`src/rtl/tone_synth_mc.sv`:
```
// Multi-channel square-wave tone synthesiser: per-channel 5-bit note code -> square wave, plus
// a registered voice-count mix. Ports: iclk, rst (sync, active-high), code[NUM_CH*5], speaker,
// ack, mix; oct_up only when OCTAVE_SHIFT_EN is defined (latched octave-up per channel).
module tone_synth_mc #(
  parameter int CLK_HZ = 50000000,
  parameter int NUM_CH = 4,
  parameter int CNT_W  = 20
) (
  input  logic                         iclk,
  input  logic                         rst,
  input  logic [NUM_CH*5-1:0]          code,
`ifdef OCTAVE_SHIFT_EN
  input  logic                         oct_up,
`endif
  output logic [NUM_CH-1:0]            speaker,
  output logic [NUM_CH-1:0]            ack,
  output logic [$clog2(NUM_CH+1)-1:0]  mix
);

  localparam int MW = $clog2(NUM_CH+1);

  typedef enum logic {IDLE, RUN} st_t;

  function automatic int freq_of(input int c);
    case (c)
      1:  return 494;   2:  return 554;   3:  return 622;   4:  return 659;
      5:  return 740;   6:  return 831;   7:  return 932;
      11: return 988;   12: return 1109;  13: return 1245;  14: return 1318;
      15: return 1480;  16: return 1661;  17: return 1865;
      21: return 1976;  22: return 2218;  23: return 2490;  24: return 2636;
      25: return 2960;  26: return 3322;  27: return 3730;
      default: return 0;
    endcase
  endfunction

  // Zero marks a rest/invalid code; every playable code gets at least 1.
  function automatic logic [CNT_W-1:0] half_of(input int c);
    int f;
    int h;
    f = freq_of(c);
    if (f == 0) return '0;
    h = CLK_HZ / (2 * f);
    if (h < 1) h = 1;
    return CNT_W'(h);
  endfunction

  logic [CNT_W-1:0] half_tab [32];
  for (genvar i = 0; i < 32; i++) begin : g_tab
    assign half_tab[i] = half_of(i);
  end

  logic oct_in;
`ifdef OCTAVE_SHIFT_EN
  assign oct_in = oct_up;
`else
  assign oct_in = 1'b0;
`endif

  for (genvar g = 0; g < NUM_CH; g++) begin : g_ch
    st_t              st_q, st_d;
    logic [CNT_W-1:0] cnt_q, cnt_d;
    logic [CNT_W-1:0] h_base, h_half, h_eff;
    logic [4:0]       act_q, act_d, cin;
    logic             oct_q, oct_d;
    logic             spk_q, spk_d;
    logic             ack_q, ack_d;
    logic             cin_ok;

    assign cin    = code[5*g +: 5];
    assign cin_ok = (half_tab[cin] != '0);
    assign h_base = half_tab[act_q];
    assign h_half = h_base >> 1;
    assign h_eff  = oct_q ? ((h_half == '0) ? CNT_W'(1) : h_half) : h_base;

    always_comb begin
      st_d  = st_q;
      cnt_d = cnt_q;
      act_d = act_q;
      oct_d = oct_q;
      spk_d = spk_q;
      ack_d = 1'b0;
      case (st_q)
        IDLE: begin
          if (cin_ok) begin
            act_d = cin;
            oct_d = oct_in;
            cnt_d = '0;
            spk_d = 1'b1;
            ack_d = 1'b1;
            st_d  = RUN;
          end
        end
        RUN: begin
          if (cnt_q == h_eff - 1'b1) begin
            cnt_d = '0;
            if (spk_q) begin
              spk_d = 1'b0;
            end else if (cin == act_q && oct_in == oct_q) begin
              // Period boundary with nothing changed: start the next period.
              spk_d = 1'b1;
            end else if (cin_ok) begin
              // An octave-only change reloads silently; a new note is acknowledged.
              ack_d = (cin != act_q);
              act_d = cin;
              oct_d = oct_in;
              spk_d = 1'b1;
            end else begin
              act_d = '0;
              oct_d = 1'b0;
              st_d  = IDLE;
            end
          end else begin
            cnt_d = cnt_q + 1'b1;
          end
        end
        default: st_d = IDLE;
      endcase
    end

    always_ff @(posedge iclk) begin
      if (rst) begin
        st_q  <= IDLE;
        cnt_q <= '0;
        act_q <= '0;
        oct_q <= 1'b0;
        spk_q <= 1'b0;
        ack_q <= 1'b0;
      end else begin
        st_q  <= st_d;
        cnt_q <= cnt_d;
        act_q <= act_d;
        oct_q <= oct_d;
        spk_q <= spk_d;
        ack_q <= ack_d;
      end
    end

    assign speaker[g] = spk_q;
    assign ack[g]     = ack_q;
  end

  // Popcount of the registered speakers, registered again: mix trails speaker by one cycle.
  logic [MW-1:0] pop;
  always_comb begin
    pop = '0;
    for (int i = 0; i < NUM_CH; i++) pop = pop + MW'(speaker[i]);
  end

  always_ff @(posedge iclk) begin
    if (rst) mix <= '0;
    else     mix <= pop;
  end

endmodule
```
`config.mk`:
```
export PLATFORM = sky130hd
export DESIGN_NAME = tone_synth_mc
export DESIGN_NICKNAME = d
export VERILOG_FILES = /design/src/rtl/tone_synth_mc.sv
export SDC_FILE = /design/constraint.sdc
export NUM_CORES = 1
export LEC_CHECK = 0
export ABC_AREA = 1
export CAP_MARGIN = 20
export CELL_PAD_IN_SITES_DETAIL_PLACEMENT = 0
export CELL_PAD_IN_SITES_GLOBAL_PLACEMENT = 1
export CORE_MARGIN = 5
export CORE_UTILIZATION = 40
export CTS_CLUSTER_DIAMETER = 50
export DETAILED_ROUTE_END_ITERATION = 12
export PLACE_DENSITY_LB_ADDON = 0.1
export SYNTH_ARGS = -nofsm -noshare
export SYNTH_HDL_FRONTEND = slang
export SYNTH_SLANG_ARGS = --single-unit
```
`constraint.sdc`:
```
create_clock -name iclk -period 7.3 [get_ports iclk]
set_input_delay 1.095 -clock iclk [delete_from_list [all_inputs] [get_ports iclk]]
set_output_delay 1.095 -clock iclk [all_outputs]
set_load 0.01 [all_outputs]
```
==> impl_metrics.toml, run 1 <==
[status]
status = "finished, final reports clean"

[detailed_routing]
routed_via_density = 5.07
post_drt_wl_per_cell_um = 14.0
drt-pass1-iter-count = 5
vias = 13986
antenna_left = 0
wirelength_um = 38700
drt_iter0_markers = 874
drc = 0

[cts]
clkTransAtPathRegs_ps = 50
cts_tree = "built"
post_cts_resized = 0
clk-insertion-delay-late_ps = 420
cts_setup_buffers = 0
cts_buffers = 17
ctsRootBufferMaster = "clkbuf_16"
cts.sinks = 115
htreeDepth = 4
clock_path_buffers = 2
cts_hold_buf = 0

[power_and_ir_drop]
irDropWorstVdd_mv = 0.131
leakage_nw = 6.75
total_power_mw = 3.02
p_per_area_mw_per_mm2 = 214

[die]
fp.dieH_um = 191
die-width_um = 191
ioPinCount = 33
rows = 66
start_util = 0.404
die_area_mm2 = 0.0366
coreArea_mm2 = 0.0325

[global_routing]
track_usage = 0.214
grt_first_pass_wirelength_um = 65200
grt_antenna_before_repair = 0
grt_pass1_vias = 12994
grt_max_degree = 73
grt-ovfl-total = 0

[synth]
synth_area_mm2 = 0.0132
yosys_warnings = 0
ys_seq_elements = 115
syn_area_per_cell_um2 = 5.65
seq_area_frac_synth = 0.175
synthFlopType = "dfxtp_1"
netlist.area_leader.share = 0.207
yosys.area.top_type = "nand2_1"
synth_cell_types = 53
async_flop_share = 0
synth_edf_count = 0
synth_cells = 2327
syn-num-nets = 2404
yosys-top-cells-area = "nand2_1 21%, dfxtp_1 18%, nand3_1 10%"

[min_path]
holdCritStartpoint = "g_ch[2].cnt_q[13]"
hold_path_class = "reg -> reg"
hold-path-cell-count = 2
hold_end = "g_ch[2].cnt_q[13]"

[setup_path]
r2r_slack_ps = 3120
r2r_cells = 26
arrival_ps = 4540
worstSetupEndpointType = "flop"
startpoint_type = "flop"
r2r-end = "g_ch[0].act_q[3]"
crit_type = "reg -> reg"
worstPathRequired_ps = 7660
critPathMaxFanout = 26
r2r_start = "g_ch[0].act_q[1]"

[final_layout]
drive_above_1_share = 0.0483
nets = 2383
layout_commonest_cell = "nand2_1"
fin_area_mm2 = 0.0141
layout_common_cells = "725 x nand2_1, 339 x nor2_1, 267 x nand3_1"
area_growth_pct = 7.59
antenna_cells = 0

[sta]
fin_hold_ws_ps = 473
fmax_mhz = 239
fin_crit_ps = 4180
finalCritPeriodShare = 0.573
rsz0062_at_grt = "false"
maxSlewHeadroom = 0.454
setup_violations = 0
hold_violations = 0
clock-skew-final_ps = 9.49
slew_viol_final = 0
setup_tns_ps = 0
tightest_slew_ps = 817

[placed_design]
detailed_place_hpwl_um = 30200
port_buffers = 32
place_congestion = 0.890
place_area_mm2 = 0.0136

[job]
drv_cap = 0
layout make-up:
| type | count | area (um^2) |
|---|---|---|
| Clock buffer | 21 | 460 |
| Multi-Input combinational cell | 1856 | 9290 |
| Timing Repair Buffer | 37 | 358 |
| Tap cell | 442 | 553 |
| Clock inverter | 10 | 133 |
| Fill cell | 3623 | 18400 |
| Sequential cell | 115 | 2300 |
| Inverter | 279 | 1050 |
critical path: stages, from the launching register on:
cell and delay [ps]:
dfxtp_1 570, inv_1 260, ha_1 390, nand2_1 100, inv_1 70, nand2_1 110, nand3_1 90, nand2_1 100
nand2_1 120, inv_2 110, ha_1 190, nand2_1 100, inv_1 90, nand3_1 220, inv_1 180, nand3_1 110
nand2_1 100, nand3_1 70, nand2_1 80, nand3_1 90, nor2_1 180, nand2_2 130, nand2_4 260, nand2_1 160
nand2_1 80, nand2_1 60, nor2_1 110
report_power, final:
group | leakage, nW | internal (mW) | switching (mW)
Combinational | 5.53 | 0.471 | 0.972
Clock | 0.285 | 0.549 | 0.301
Sequential | 0.936 | 0.655 | 0.0765
synthesized netlist by cell type, types with 12 or more instances:
cell      instances
nand2_1         725
nor2_1          339
nand3_1         267
inv_1           258
dfxtp_1         115
xor2_1           88
a21oi_1          79
ha_1             54
o21a_1           51
nand4_1          42
o21ai_0          42
nor3_1           26
buf_2            20
clkbuf_1         20
buf_4            19
nand2_2          18
nor2_2           18
buf_6            16
inv_2            16
o21ai_1          12
xnor2_1          12
how the worst max path moves through the flow:
stage                           startpoint                end  slack, ps  cells past startpoint
after global routing      g_ch[1].act_q[3]   g_ch[1].act_q[3]       2510                     21
after floorplan           g_ch[2].act_q[0]  g_ch[2].cnt_q[18]       4100                     22
after global placement             code[0]   g_ch[0].act_q[3]       3070                     15
after CTS                 g_ch[0].act_q[1]   g_ch[0].act_q[3]       3160                     26
final                     g_ch[0].act_q[1]   g_ch[0].act_q[3]       3120                     26
after detailed placement           code[1]   g_ch[0].act_q[4]       2960                     15
metrics by stage:
| stage | instances | utilization | setup slack [ps] |
|---|---|---|---|
| 4_1_cts | 2760 | 0.435 | 3160 |
| 5_1_grt | 2760 | 0.435 | 2510 |
| 3_5_place_dp | 2729 | 0.417 | 2960 |
| 2_1_floorplan | 2327 | - | 4100 |
| 6_report | 2760 | 0.435 | 3120 |
| 3_3_place_gp | 2729 | 0.417 | 3070 |
layer usage:
metal,global-route usage,up-vias,wire length (um),share of wire
met5,0,-,0,0
met4,0.0608,0,792,0.020
met3,0.0225,52,1490,0.038
met2,0.349,327,17300,0.45
met1,0.300,6249,19100,0.49
li1,-,7358,-,-
logic make-up (layout without fill, tap and decap cells):
| group | after synthesis | in the layout | synth area share |
|---|---|---|---|
| flip-flops | 115 | 115 | 0.175 |
| XOR/XNOR | 103 | 103 | 0.0717 |
| buffers and inverters | 356 | 347 | 0.118 |
| AO/OA/AOI/OAI | 222 | 222 | 0.103 |
| AND/OR/NAND/NOR | 1476 | 1476 | 0.479 |
| adder cells (fa/ha/maj) | 55 | 55 | 0.0529 |
state kept, by name, summed over array words and instances, names as in the netlist:
register	count
g_ch.act_q	20
g_ch.cnt_q	80
g_ch.ack_q	4
mix	3
g_ch.st_q	4
g_ch.spk_q	4
Power figures use the tool's default switching activity.
==> run 2: changes to the inputs <==
==> constraint.sdc (replaced) <==
create_clock -name iclk -period 3.51 [get_ports iclk]
set_input_delay 0.5265 -clock iclk [delete_from_list [all_inputs] [get_ports iclk]]
set_output_delay 0.5265 -clock iclk [all_outputs]
set_load 0.01 [all_outputs]
==> run 2 against run 1 <==
  * Setup slack got worse by 2800 ps
  * Clock-buffer cell count fell by 3
  * Sequential power rose by 98%
  * Fmax increased by 29%
  * Final cell count increased by 3.1%
  * Utilization rose by 2.6 points
  * Power is 120% higher
  * Global-route usage grew 0.75 points
  * Sequential share of layout area fell by 0.87 points
  * Cell area grew 6.0%
  * Critical endpoint is now g_ch[1].cnt_q[8]
==> impl_metrics.toml, run 2 (synthesis gave the netlist of run 1 again) <==
[setup_path]
crit_path_start = "g_ch[1].act_q[4]"
cpPeakStageDelay_ps = 620
path_buf_inv = 3
slowest_stage = "dfxtp_1"
r2r_start = "g_ch[1].act_q[4]"
worstSetupPathDepth = 18
crit_path_end = "g_ch[1].cnt_q[8]"
crit_type = "reg -> reg"
critPathMaxFanout = 17
worstSetupEndpointType = "flop"
r2r_cells = 18
worstPathRequired_ps = 3820
startpoint_type = "flop"
arrival_ps = 3540
cpLargestDelayFamily = "simple AND/OR/NAND/NOR gates"
critPathMostFrequentCell = "nand2_1"
cp_cell_sequence = "inv_2, nor2_1, nand2_1, nand2_1, nand2_1, inv_1, nand2_1, nor2_1, nand3_1, nand2_1, and2_0, nand2_1, nor2_2, nand2_1, nand2_2, buf_12, nor2_1, o21a_1"
r2r_slack_ps = 270
r2r-end = "g_ch[1].cnt_q[8]"

[sta]
slew_viol_final = 0
setup_tns_ps = 0
tightest_slew_ps = 872
finalCritPeriodShare = 0.922
hold_violations = 0
clock-skew-final_ps = 9.12
fin_crit_ps = 3240
setup_violations = 0
maxSlewHeadroom = 0.413
fin_ws_ps = 275
fmax_mhz = 309

[detailed_routing]
drt_iter0_markers = 759
post_drt_wl_per_cell_um = 14.2
vias = 14272
routed_via_density = 5.01
drc = 0
antenna_left = 0
wirelength_um = 40500
drt-pass1-iter-count = 5

[power_and_ir_drop]
p_per_area_mw_per_mm2 = 441
leakage_nw = 7.19
irDropWorstVdd_mv = 0.270
total_power_mw = 6.61

[final_layout]
layout_commonest_cell = "nand2_1"
final_core_util = 0.461
antenna_cells = 0
top_regs = "g_ch.cnt_q (80), g_ch.act_q (20)"
layout_common_cells = "718 x nand2_1, 330 x nor2_1, 265 x nand3_1"
nets = 2468
drive_above_1_share = 0.0982
final_cell_count_no_fill = 2846
nFillCells = 3638
area_growth_pct = 14.0
top_register = "g_ch.cnt_q"
largest_reg_flops = 80

[global_routing]
track_usage = 0.221
grt-ovfl-total = 0
grt_max_degree = 48
grt_antenna_before_repair = 0
grt_pass1_vias = 13523
grt_first_pass_wirelength_um = 67300

[die]
die_area_mm2 = 0.0366
coreArea_mm2 = 0.0325
ioPinCount = 33
rows = 66
die-width_um = 191
fp.dieH_um = 191
start_util = 0.404

[placed_design]
pre_cts_ws_ps = 111
detailed_place_hpwl_um = 32100
port_buffers = 32
place_congestion = 0.923
dp_cells = 2804

[min_path]
hold_path_class = "reg -> reg"

[cts]
cts_tree = "built"
cts.sinks = 115
cts_buffers = 17
ctsRootBufferMaster = "clkbuf_16"
clk-insertion-delay-late_ps = 420
clock_path_buffers = 2
clkTransAtPathRegs_ps = 60
htreeDepth = 4

[job]
drv_cap = 0

[status]
status = "finished, final reports clean"
run 2: cell types whose count changed in the layout (fill, tap and decap cells not counted), sizes merged:
| cell | before | now |
|---|---|---|
| buf | 5 | 89 |
| clkbuf | 21 | 18 |
| clkinv | 8 | 10 |
| clkinvlp | 3 | 4 |
| inv | 275 | 276 |
| nand2 | 745 | 746 |
run 2: how the worst min path moves through the flow:
stage | startpoint | endpoint | slack [ps] | cells past startpoint
2_1_floorplan | g_ch[2].cnt_q[13] | g_ch[2].cnt_q[13] | 450 | 2
3_3_place_gp | g_ch[2].cnt_q[13] | g_ch[2].cnt_q[13] | 450 | 2
3_5_place_dp | g_ch[2].cnt_q[13] | g_ch[2].cnt_q[13] | 470 | 2
4_1_cts | g_ch[2].cnt_q[13] | g_ch[2].cnt_q[13] | 470 | 2
5_1_grt | g_ch[2].cnt_q[13] | g_ch[2].cnt_q[13] | 510 | 2
6_report | g_ch[2].cnt_q[13] | g_ch[2].cnt_q[13] | 470 | 2
run 2: what timing repair did:
| action | in CTS | in global routing |
|---|---|---|
| hold buffers | 0 | 0 |
| gates resized for setup | 0 | 52 |
| setup buffers | 0 | 9 |
| setup endpoints to repair | 0 | 103 |
run 2: power breakdown:
group	leakage, nW	switching (mW)	total (mW)	internal, mW
sequential	0.938	0.0863	1.45	1.36
clock	0.282	0.674	1.78	1.11
combinational	5.97	2.19	3.38	1.19
run 2: final cells by class:
cell class / instances / area [um^2] / area share
Sequential cell: 115 / 2310 / 0.154
Clock buffer: 18 / 429 / 0.0286
Multi-Input combinational cell: 1857 / 9460 / 0.631
Timing Repair Buffer: 121 / 1030 / 0.0689
Inverter: 279 / 1050 / 0.0700
Clock inverter: 14 / 163 / 0.0108
Tap cell: 442 / 553 / 0.0369
run 2: metrics by stage:
stage	hold slack (ps)	instance area, um^2
2_1_floorplan	445	13200
3_3_place_gp	455	14100
3_5_place_dp	466	14100
4_1_cts	474	14700
5_1_grt	505	15000
6_report	473	15000
run 2: worst min-delay path: cells and delay by family, from the launching register on:
family / cells / cell delay, ps
AND/OR/NAND/NOR: 1 / 60
flip-flops: 1 / 310
AO/OA/AOI/OAI: 1 / 60
run 2: routing by layer:
layer | vias to the layer above | routed length [um] | global-route usage
met2 | 235 | 19100 | 0.381
met3 | 46 | 1060 | 0.0225
met5 | - | 0 | 0
met4 | 0 | 555 | 0.0503
li1 | 7529 | - | -
met1 | 6462 | 19800 | 0.299
==> run 3: changes to the inputs <==
--- a/config.mk
+++ b/config.mk
@@ -11,6 +11,7 @@
 export CELL_PAD_IN_SITES_GLOBAL_PLACEMENT = 1
 export CORE_MARGIN = 5
 export CORE_UTILIZATION = 40
+export CTS_BUF_LIST = sky130_fd_sc_hd__clkbuf_16
 export CTS_CLUSTER_DIAMETER = 50
 export DETAILED_ROUTE_END_ITERATION = 12
 export PLACE_DENSITY_LB_ADDON = 0.1
==> run 3 against run 2 <==
  * Flip-flop and latch count stayed put
  * Utilization stayed put
  * Critical path depth stayed put
  * Sequential power hardly changed
  * Critical path type unchanged
  * Critical endpoint unchanged
  * Largest cell class unchanged
==> impl_metrics.toml, run 3 (synthesis gave the netlist of run 1 again) <==
[detailed_routing]
post_drt_wl_per_cell_um = 14.2
routed_via_density = 5.01
drt-pass1-iter-count = 5
vias = 14272
drt_iter0_markers = 759
wirelength_um = 40500
drc = 0
antenna_left = 0

[sta]
tightest_slew_ps = 872
setup_violations = 0
clock-skew-final_ps = 9.12
fmax_mhz = 309
setup_tns_ps = 0
fin_hold_ws_ps = 473
hold_violations = 0
maxSlewHeadroom = 0.413
slew_viol_final = 0
finalCritPeriodShare = 0.922
fin_crit_ps = 3240

[die]
start_util = 0.404
die_area_mm2 = 0.0366
ioPinCount = 33
die-width_um = 191
coreArea_mm2 = 0.0325
fp.dieH_um = 191
rows = 66

[final_layout]
nets = 2468
antenna_cells = 0
drive_above_1_share = 0.0982
layout_commonest_cell = "nand2_1"
top_register = "g_ch.cnt_q"
top_regs = "g_ch.cnt_q (80), g_ch.act_q (20)"
largest_reg_flops = 80
layout_common_cells = "718 x nand2_1, 330 x nor2_1, 265 x nand3_1"
final_cell_count_no_fill = 2846
area_growth_pct = 14.0

[placed_design]
dp_cells = 2804
place_congestion = 0.923
detailed_place_hpwl_um = 32100
port_buffers = 32

[setup_path]
worstPathRequired_ps = 3820
crit_type = "reg -> reg"
arrival_ps = 3540
startpoint_type = "flop"
worstSetupEndpointType = "flop"
critPathMaxFanout = 17

[cts]
cts_buffers = 17
clkTransAtPathRegs_ps = 60
clock_path_buffers = 2
cts.sinks = 115
cts_tree = "built"
htreeDepth = 4
clk-insertion-delay-late_ps = 420
ctsRootBufferMaster = "clkbuf_16"

[min_path]
hold_path_class = "reg -> reg"

[power_and_ir_drop]
irDropWorstVdd_mv = 0.270
p_per_area_mw_per_mm2 = 441
total_power_mw = 6.61
leakage_nw = 7.19

[status]
status = "finished, final reports clean"

[global_routing]
grt_first_pass_wirelength_um = 67300
grt_antenna_before_repair = 0
grt-ovfl-total = 0
grt_pass1_vias = 13523
track_usage = 0.221
grt_max_degree = 48

[job]
drv_cap = 0
-- run 3: cell types whose count changed in the layout (fill, tap and decap cells not counted), sizes merged --
cell	delta
inv	+1
clkbuf	-1
-- run 3: where the power goes --
group | total [mW] | switching [mW] | internal, mW
Clock | 1.78 | 0.674 | 1.11
Sequential | 1.45 | 0.0863 | 1.36
Combinational | 3.38 | 2.19 | 1.19
Total | 6.61 | 2.95 | 3.66
-- run 3: cell type report --
type	count	area, um^2
Timing Repair Buffer	121	1030
Inverter	279	1050
Fill cell	3638	17500
Sequential cell	115	2310
Clock buffer	17	425
Clock inverter	15	166
Multi-Input combinational cell	1857	9460
Tap cell	442	553
-- run 3: path summary, 6_finish.rpt --
check	from	to	slack, ps	depth (start not counted)
setup / recovery	g_ch[1].act_q[4]	g_ch[1].cnt_q[8]	270	18
hold / removal	g_ch[2].cnt_q[13]	g_ch[2].cnt_q[13]	470	2
setup reg to reg	g_ch[1].act_q[4]	g_ch[1].cnt_q[8]	270	18
hold reg to reg	g_ch[2].cnt_q[13]	g_ch[2].cnt_q[13]	470	2
-- run 3: per-layer routing --
layer	GRT usage	vias up	part of all wire
met5	0	-	0
met4	0.0503	0	0.014
met3	0.0225	46	0.026
met2	0.381	233	0.47
met1	0.299	6464	0.49
li1	-	7529	-
-- run 3: critical path: stages (launching register included) --
cell and delay [ps]:
dfxtp_1 620, inv_2 250, nor2_1 320, nand2_1 100, nand2_1 160, nand2_1 110
inv_1 60, nand2_1 50, nor2_1 210, nand3_1 210, nand2_1 100, and2_0 140
nand2_1 70, nor2_2 130, nand2_1 90, nand2_2 120, buf_12 160, nor2_1 50
o21a_1 170
-- run 3: per-stage QoR --
stage | cell area, um^2 | setup WS (ps) | util
global route | 15000 | -3.17 | 0.461
CTS | 14700 | 105 | 0.453
finish | 15000 | 275 | 0.461
global placement | 14100 | 155 | 0.435
detailed placement | 14100 | 111 | 0.435
floorplan | 13200 | 313 | -
-- run 3: repair_timing --
item	in CTS	in global routing
endpoints found under the hold margin	0	0
setup buffers	0	9
setup endpoints to repair	0	103
hold buffers	0	0
gates resized for setup	0	52
